===== src/rtl/pipelined_cl_adder.sv =====
// Pipelined add/subtract: operands split into Stages chunks, one carry-lookahead
// chunk resolves per clock with the inter-chunk carry registered.
module pipelined_cl_adder #(
    parameter int unsigned Width  = 16,
    parameter int unsigned Stages = 4
) (
    input  logic             clk_i,
    input  logic             rst_i,
    input  logic             en_i,
    input  logic             valid_i,
    input  logic [Width-1:0] a_i,
    input  logic [Width-1:0] b_i,
    input  logic             carry_i,
    input  logic             sub_i,
    output logic             valid_o,
    output logic [Width-1:0] result_o,
    output logic             carry_o,
    output logic             overflow_o
);

    localparam int unsigned ChunkWidth = Width / Stages;
    localparam int unsigned Last       = Stages - 1;

    if ((Width % Stages) != 0) begin : g_bad_cfg
        $error("pipelined_cl_adder: Width must be a multiple of Stages");
    end

    function automatic logic [ChunkWidth:0] cla_add(
        input logic [ChunkWidth-1:0] x,
        input logic [ChunkWidth-1:0] y,
        input logic                  cin
    );
        logic [ChunkWidth-1:0] g;
        logic [ChunkWidth-1:0] p;
        logic [ChunkWidth:0]   c;
        g    = x & y;
        p    = x ^ y;
        c    = '0;
        c[0] = cin;
        for (int unsigned i = 0; i < ChunkWidth; i++) begin
            c[i+1] = g[i] | (p[i] & c[i]);
        end
        return {c[ChunkWidth], p ^ c[ChunkWidth-1:0]};
    endfunction

    // Stage k inputs (_s) come from stage k-1 registers (_q); stage 0 from the ports.
    // Operand registers carry the still-unused upper chunks; result registers the
    // already-resolved lower chunks.
    logic [Width-1:0]      a_s       [Stages];
    logic [Width-1:0]      b_s       [Stages];
    logic [Width-1:0]      r_s       [Stages];
    logic                  c_s       [Stages];
    logic                  v_s       [Stages];
    logic [Width-1:0]      r_n       [Stages];
    logic [ChunkWidth:0]   chunk_sum [Stages];

    logic [Width-1:0]      a_q       [Stages];
    logic [Width-1:0]      b_q       [Stages];
    logic [Width-1:0]      r_q       [Stages];
    logic                  c_q       [Stages];
    logic                  v_q       [Stages];

    always_comb begin
        a_s[0] = a_i;
        b_s[0] = sub_i ? ~b_i : b_i;
        r_s[0] = '0;
        c_s[0] = carry_i ^ sub_i;
        v_s[0] = valid_i;
        for (int unsigned k = 1; k < Stages; k++) begin
            a_s[k] = a_q[k-1];
            b_s[k] = b_q[k-1];
            r_s[k] = r_q[k-1];
            c_s[k] = c_q[k-1];
            v_s[k] = v_q[k-1];
        end
        for (int unsigned k = 0; k < Stages; k++) begin
            chunk_sum[k] = cla_add(a_s[k][k*ChunkWidth +: ChunkWidth],
                                   b_s[k][k*ChunkWidth +: ChunkWidth],
                                   c_s[k]);
            r_n[k] = r_s[k];
            r_n[k][k*ChunkWidth +: ChunkWidth] = chunk_sum[k][ChunkWidth-1:0];
        end
    end

    // Data registers advance on bubbles too so bubble-slot outputs stay deterministic.
    always_ff @(posedge clk_i) begin
        if (rst_i) begin
            for (int unsigned k = 0; k < Stages; k++) begin
                a_q[k] <= '0;
                b_q[k] <= '0;
                r_q[k] <= '0;
                c_q[k] <= 1'b0;
                v_q[k] <= 1'b0;
            end
        end else if (en_i) begin
            for (int unsigned k = 0; k < Stages; k++) begin
                a_q[k] <= a_s[k];
                b_q[k] <= b_s[k];
                r_q[k] <= r_n[k];
                c_q[k] <= chunk_sum[k][ChunkWidth];
                v_q[k] <= v_s[k];
            end
        end
    end

    assign valid_o  = v_q[Last];
    assign result_o = r_q[Last];
    assign carry_o  = c_q[Last];
    // Overflow from registered MSBs only: operands agree in sign, result differs.
    assign overflow_o = (a_q[Last][Width-1] == b_q[Last][Width-1]) &&
                        (r_q[Last][Width-1] != a_q[Last][Width-1]);

endmodule


===== config.mk =====
export PLATFORM = sky130hd
export DESIGN_NAME = pipelined_cl_adder
export DESIGN_NICKNAME = d
export VERILOG_FILES = /design/src/rtl/pipelined_cl_adder.sv
export SDC_FILE = /design/constraint.sdc
export NUM_CORES = 1
export LEC_CHECK = 0
export ABC_CLOCK_PERIOD_IN_PS = 5150
export BUFFER_PORTS_ARGS = -buffer_cell sky130_fd_sc_hd__buf_2
export CORE_MARGIN = 10
export CORE_UTILIZATION = 50
export CTS_CLUSTER_DIAMETER = 120
export CTS_CLUSTER_SIZE = 25
export DETAILED_ROUTE_END_ITERATION = 6
export PLACE_DENSITY = 0.71
export SYNTH_ARGS = -nofsm -noshare
export SYNTH_HDL_FRONTEND = slang
export SYNTH_SLANG_ARGS = --single-unit

===== constraint.sdc =====
create_clock -name clk_i -period 5.15 [get_ports clk_i]
set_input_delay 0 -clock clk_i [delete_from_list [all_inputs] [get_ports clk_i]]
set_output_delay 0 -clock clk_i [all_outputs]
set_load 0.01 [all_outputs]

==> run_summary.xml <==
<?xml version="1.0" encoding="UTF-8"?>
<metrics>
  <group name="route">
    <metric name="route.detailed.wl_per_inst" unit="um">12.3</metric>
    <metric name="via_count" unit="">2019</metric>
    <metric name="wire_length_the_detailed_router_placed_on_met1" unit="mm">2.45</metric>
    <metric name="route.detailed.vias_per_inst" unit="">4.39</metric>
    <metric name="route.met2.wl" unit="mm">2.76</metric>
    <metric name="drtPass1Iterations" unit="">4</metric>
    <metric name="topRoutingLayerUsed" unit="">met4</metric>
    <metric name="final_antenna_net_count" unit="">0</metric>
    <metric name="wl" unit="mm">5.66</metric>
    <metric name="routed-wl-met3" unit="um">312</metric>
    <metric name="drtIter0Drc" unit="">90</metric>
    <metric name="route.detailed.drc" unit="">0</metric>
  </group>
  <group name="floorplan">
    <metric name="placement_rows" unit="">33</metric>
    <metric name="core-area" unit="sq um">8180</metric>
    <metric name="fp.dieW" unit="um">111</metric>
    <metric name="io-pin-count" unit="">57</metric>
    <metric name="die_area" unit="sq um">12400</metric>
    <metric name="die-height" unit="um">111</metric>
    <metric name="initial_core_util" unit="%">50.9</metric>
  </group>
  <group name="clock_tree">
    <metric name="clkTransAtPathRegs" unit="ns">0.09</metric>
    <metric name="cts_post_setup_buffers_inserted" unit="">0</metric>
    <metric name="number_of_resized_instances_in_the_post_cts_repair_step" unit="">0</metric>
    <metric name="cts_root_buf" unit="">sky130_fd_sc_hd__clkbuf_8</metric>
    <metric name="cts.sinks" unit="">98</metric>
    <metric name="clock_buffer_depth" unit="">2</metric>
    <metric name="cts-buffers-inserted" unit="">9</metric>
    <metric name="h-tree-depth" unit="">3</metric>
    <metric name="cts_hold_repair.buffers" unit="">25</metric>
    <metric name="clock_latency_late_sink" unit="ns">0.36</metric>
    <metric name="cts_tree" unit="">built</metric>
  </group>
  <group name="global_route">
    <metric name="via_count_of_the_first_global_routing_pass" unit="">2152</metric>
    <metric name="grt_antenna_before_repair" unit="">0</metric>
    <metric name="global_route.overflow_total" unit="">0</metric>
    <metric name="grt_first_pass_wirelength" unit="mm">9.76</metric>
    <metric name="grt_max_degree" unit="">77</metric>
    <metric name="global_route.usage.total" unit="%">9.77</metric>
  </group>
  <group name="synthesis">
    <metric name="synthesis.instances" unit="">269</metric>
    <metric name="netlist_area_pre_place" unit="sq um">4160</metric>
    <metric name="syn-num-nets" unit="">323</metric>
    <metric name="postSynthAreaPerCell" unit="sq um">15.5</metric>
    <metric name="synth_edf_count" unit="">98</metric>
    <metric name="synth_async_sr_flop_share" unit="%">0</metric>
    <metric name="yosysWarnings" unit="">0</metric>
    <metric name="synth.ff_latch_count" unit="">98</metric>
    <metric name="synth_ff_type" unit="">sky130_fd_sc_hd__edfxtp_1</metric>
    <metric name="synth.top_cells.by_area" unit="">sky130_fd_sc_hd__edfxtp_1, sky130_fd_sc_hd__and2_1, sky130_fd_sc_hd__fa_1</metric>
    <metric name="ys_types" unit="">17</metric>
    <metric name="seq_area_frac_synth" unit="%">70.7</metric>
    <metric name="netlist.top_cell.by_area" unit="">sky130_fd_sc_hd__edfxtp_1</metric>
    <metric name="synth_top_area_share" unit="%">70.7</metric>
  </group>
  <group name="critical_path">
    <metric name="cp_max_fo" unit="">1</metric>
    <metric name="timing.critical_path.from_type" unit="">flip-flop</metric>
    <metric name="cp_data_arrival_time" unit="ns">2.58</metric>
    <metric name="setup.worst_path.class" unit="">reg2reg</metric>
    <metric name="reg2reg_depth" unit="">7</metric>
    <metric name="worst_setup_ep_type" unit="">flip-flop</metric>
    <metric name="crit-reg2reg-launch" unit="">b_q[2][12]</metric>
    <metric name="crit_required" unit="ns">5.27</metric>
    <metric name="worst_r2r_setup_slack" unit="ns">2.69</metric>
    <metric name="regToRegEndpoint" unit="">r_q[3][15]</metric>
  </group>
  <group name="power_and_ir_drop">
    <metric name="vdd_ir_drop_max" unit="uV">131</metric>
    <metric name="power.density_cell_area" unit="nW/um^2">316</metric>
    <metric name="static_leakage" unit="nW">2.04</metric>
  </group>
  <group name="cells_and_area">
    <metric name="regArea" unit="sq um">2940</metric>
    <metric name="antenna-diode-count" unit="">0</metric>
    <metric name="area_delta_synth_final" unit="%">19.0</metric>
    <metric name="multiInputGateArea" unit="sq um">1070</metric>
    <metric name="final_area" unit="sq um">4950</metric>
    <metric name="post_route_cells_drive_above_1_share" unit="%">20.6</metric>
    <metric name="n_fill_cell" unit="">641</metric>
    <metric name="design.final.nets" unit="">404</metric>
  </group>
  <group name="sta">
    <metric name="finalCriticalPeriod" unit="ns">2.46</metric>
    <metric name="slew_limit_headroom" unit="%">20.3</metric>
    <metric name="timing_max_transition_violations_final" unit="">0</metric>
    <metric name="final_min_period_over_clock_period" unit="%">47.8</metric>
    <metric name="timing.fmax" unit="MHz">406</metric>
    <metric name="worst_slew_pin_slew" unit="ns">1.19</metric>
    <metric name="timing.final.hold_violations" unit="">0</metric>
    <metric name="count_of_final_setup_violators" unit="">0</metric>
    <metric name="fin_worst_skew" unit="ns">0.00934</metric>
    <metric name="rsz0062_at_grt" unit="">no</metric>
    <metric name="whs" unit="ns">0.106</metric>
    <metric name="final.setup.tns" unit="ns">0</metric>
  </group>
  <group name="job">
    <metric name="maxCapViolations" unit="">0</metric>
  </group>
  <group name="worst_hold_path">
    <metric name="worst_hold_path_type" unit="">in2reg</metric>
    <metric name="timing.hold.worst_endpoint" unit="">c_q[0]</metric>
    <metric name="worstHoldPathCells" unit="">3</metric>
    <metric name="worstHoldStart" unit="">a_i[3]</metric>
  </group>
  <group name="placement">
    <metric name="dpl-instance-area" unit="sq um">4520</metric>
    <metric name="detailed_place_hpwl" unit="mm">3.67</metric>
    <metric name="gpl.final_weighted_congestion" unit="">0.654</metric>
    <metric name="place.port_buffers" unit="">56</metric>
  </group>
  <group name="outcome">
    <metric name="outcome" unit="">finished, final reports clean</metric>
  </group>
</metrics>
cell usage after synthesis, types with 2 or more instances:
master / n
sky130_fd_sc_hd__edfxtp_1: 98
sky130_fd_sc_hd__and2_1: 76
sky130_fd_sc_hd__inv_1: 22
sky130_fd_sc_hd__nor2_1: 22
sky130_fd_sc_hd__fa_1: 16
sky130_fd_sc_hd__xnor2_1: 16
sky130_fd_sc_hd__buf_2: 5
sky130_fd_sc_hd__clkbuf_1: 3
sky130_fd_sc_hd__buf_4: 2
sky130_fd_sc_hd__nand2b_1: 2
state kept, by name, indices dropped and copies added (netlist names):
register	flops
a_q	25
b_q	25
v_q	4
c_q	4
r_q	40
worst max-delay path by stage:
stage / start / endpoint / slack (ns) / cells past startpoint
floorplan: sub_i / r_q[0][3] / 2.73 / 9
global placement: sub_i / r_q[0][3] / 2.59 / 8
detailed placement: sub_i / r_q[0][3] / 2.50 / 8
CTS: b_q[2][12] / r_q[3][15] / 2.67 / 7
global route: b_q[2][12] / r_q[3][15] / 2.57 / 7
finish: b_q[2][12] / r_q[3][15] / 2.69 / 7
worst max-delay path, cell delays in order (launching register included):
cell,delay (ns)
sky130_fd_sc_hd__edfxtp_1,0.37
sky130_fd_sc_hd__inv_1,0.09
sky130_fd_sc_hd__fa_1,0.19
sky130_fd_sc_hd__inv_1,0.06
sky130_fd_sc_hd__fa_1,0.45
sky130_fd_sc_hd__fa_1,0.47
sky130_fd_sc_hd__fa_1,0.45
sky130_fd_sc_hd__and2_1,0.14
metrics by stage:
stage	setup slack (ns)	utilization (%)	std cells	power (W)
2_1_floorplan	2.73	-	269	0.00106
3_3_place_gp	2.59	55.2	419	0.00110
3_5_place_dp	2.50	55.2	419	0.00111
4_1_cts	2.67	60.6	460	0.00158
5_1_grt	2.57	60.6	460	0.00164
6_report	2.69	60.6	460	0.00157
power by group:
group | switching (W) | leakage, nW | internal [W]
sequential | 0.0000145 | 1.08 | 0.000944
clock | 0.000243 | 0.0974 | 0.000221
combinational | 0.0000739 | 0.868 | 0.0000688
total | 0.000331 | 2.04 | 0.00123
cells by family after synthesis:
logic type | Yosys count | share of synthesized area, %
AO/OA/AOI/OAI | 1 | 0.150
XOR/XNOR | 17 | 3.58
adder cells (fa/ha/maj) | 16 | 7.69
buffers and inverters | 34 | 3.61
flip-flops | 98 | 70.7
AND/OR/NAND/NOR | 103 | 14.3
final cells by class:
type | instances | share of cell area, %
clock buffers | 10 | 2.58
multi-input cells | 137 | 21.7
flip-flops and latches | 98 | 59.4
repair buffers | 82 | 10.9
well taps | 105 | 2.65
clock inverters | 6 | 1.16
inverters | 22 | 1.67
placed cells by master, fill, tap and decap left out, types with 2 or more instances in the layout:
| master | synthesis | routed |
|---|---|---|
| sky130_fd_sc_hd__inv_1 | 22 | 22 |
| sky130_fd_sc_hd__edfxtp_1 | 98 | 98 |
| sky130_fd_sc_hd__fa_1 | 16 | 16 |
| sky130_fd_sc_hd__buf_2 | 5 | 56 |
| sky130_fd_sc_hd__clkbuf_8 | 0 | 9 |
| sky130_fd_sc_hd__clkinv_2 | 0 | 3 |
| sky130_fd_sc_hd__and2_1 | 76 | 76 |
| sky130_fd_sc_hd__nor2_1 | 22 | 22 |
| sky130_fd_sc_hd__dlygate4sd3_1 | 0 | 25 |
| sky130_fd_sc_hd__nand2b_1 | 2 | 2 |
| sky130_fd_sc_hd__xnor2_1 | 16 | 16 |
layer usage:
metal	vias up	track usage [%]
li1	1040	-
met1	912	10.6
met2	56	16.1
met3	11	3.41
met4	0	5.66
met5	-	0
Power figures use the tool's default switching activity.
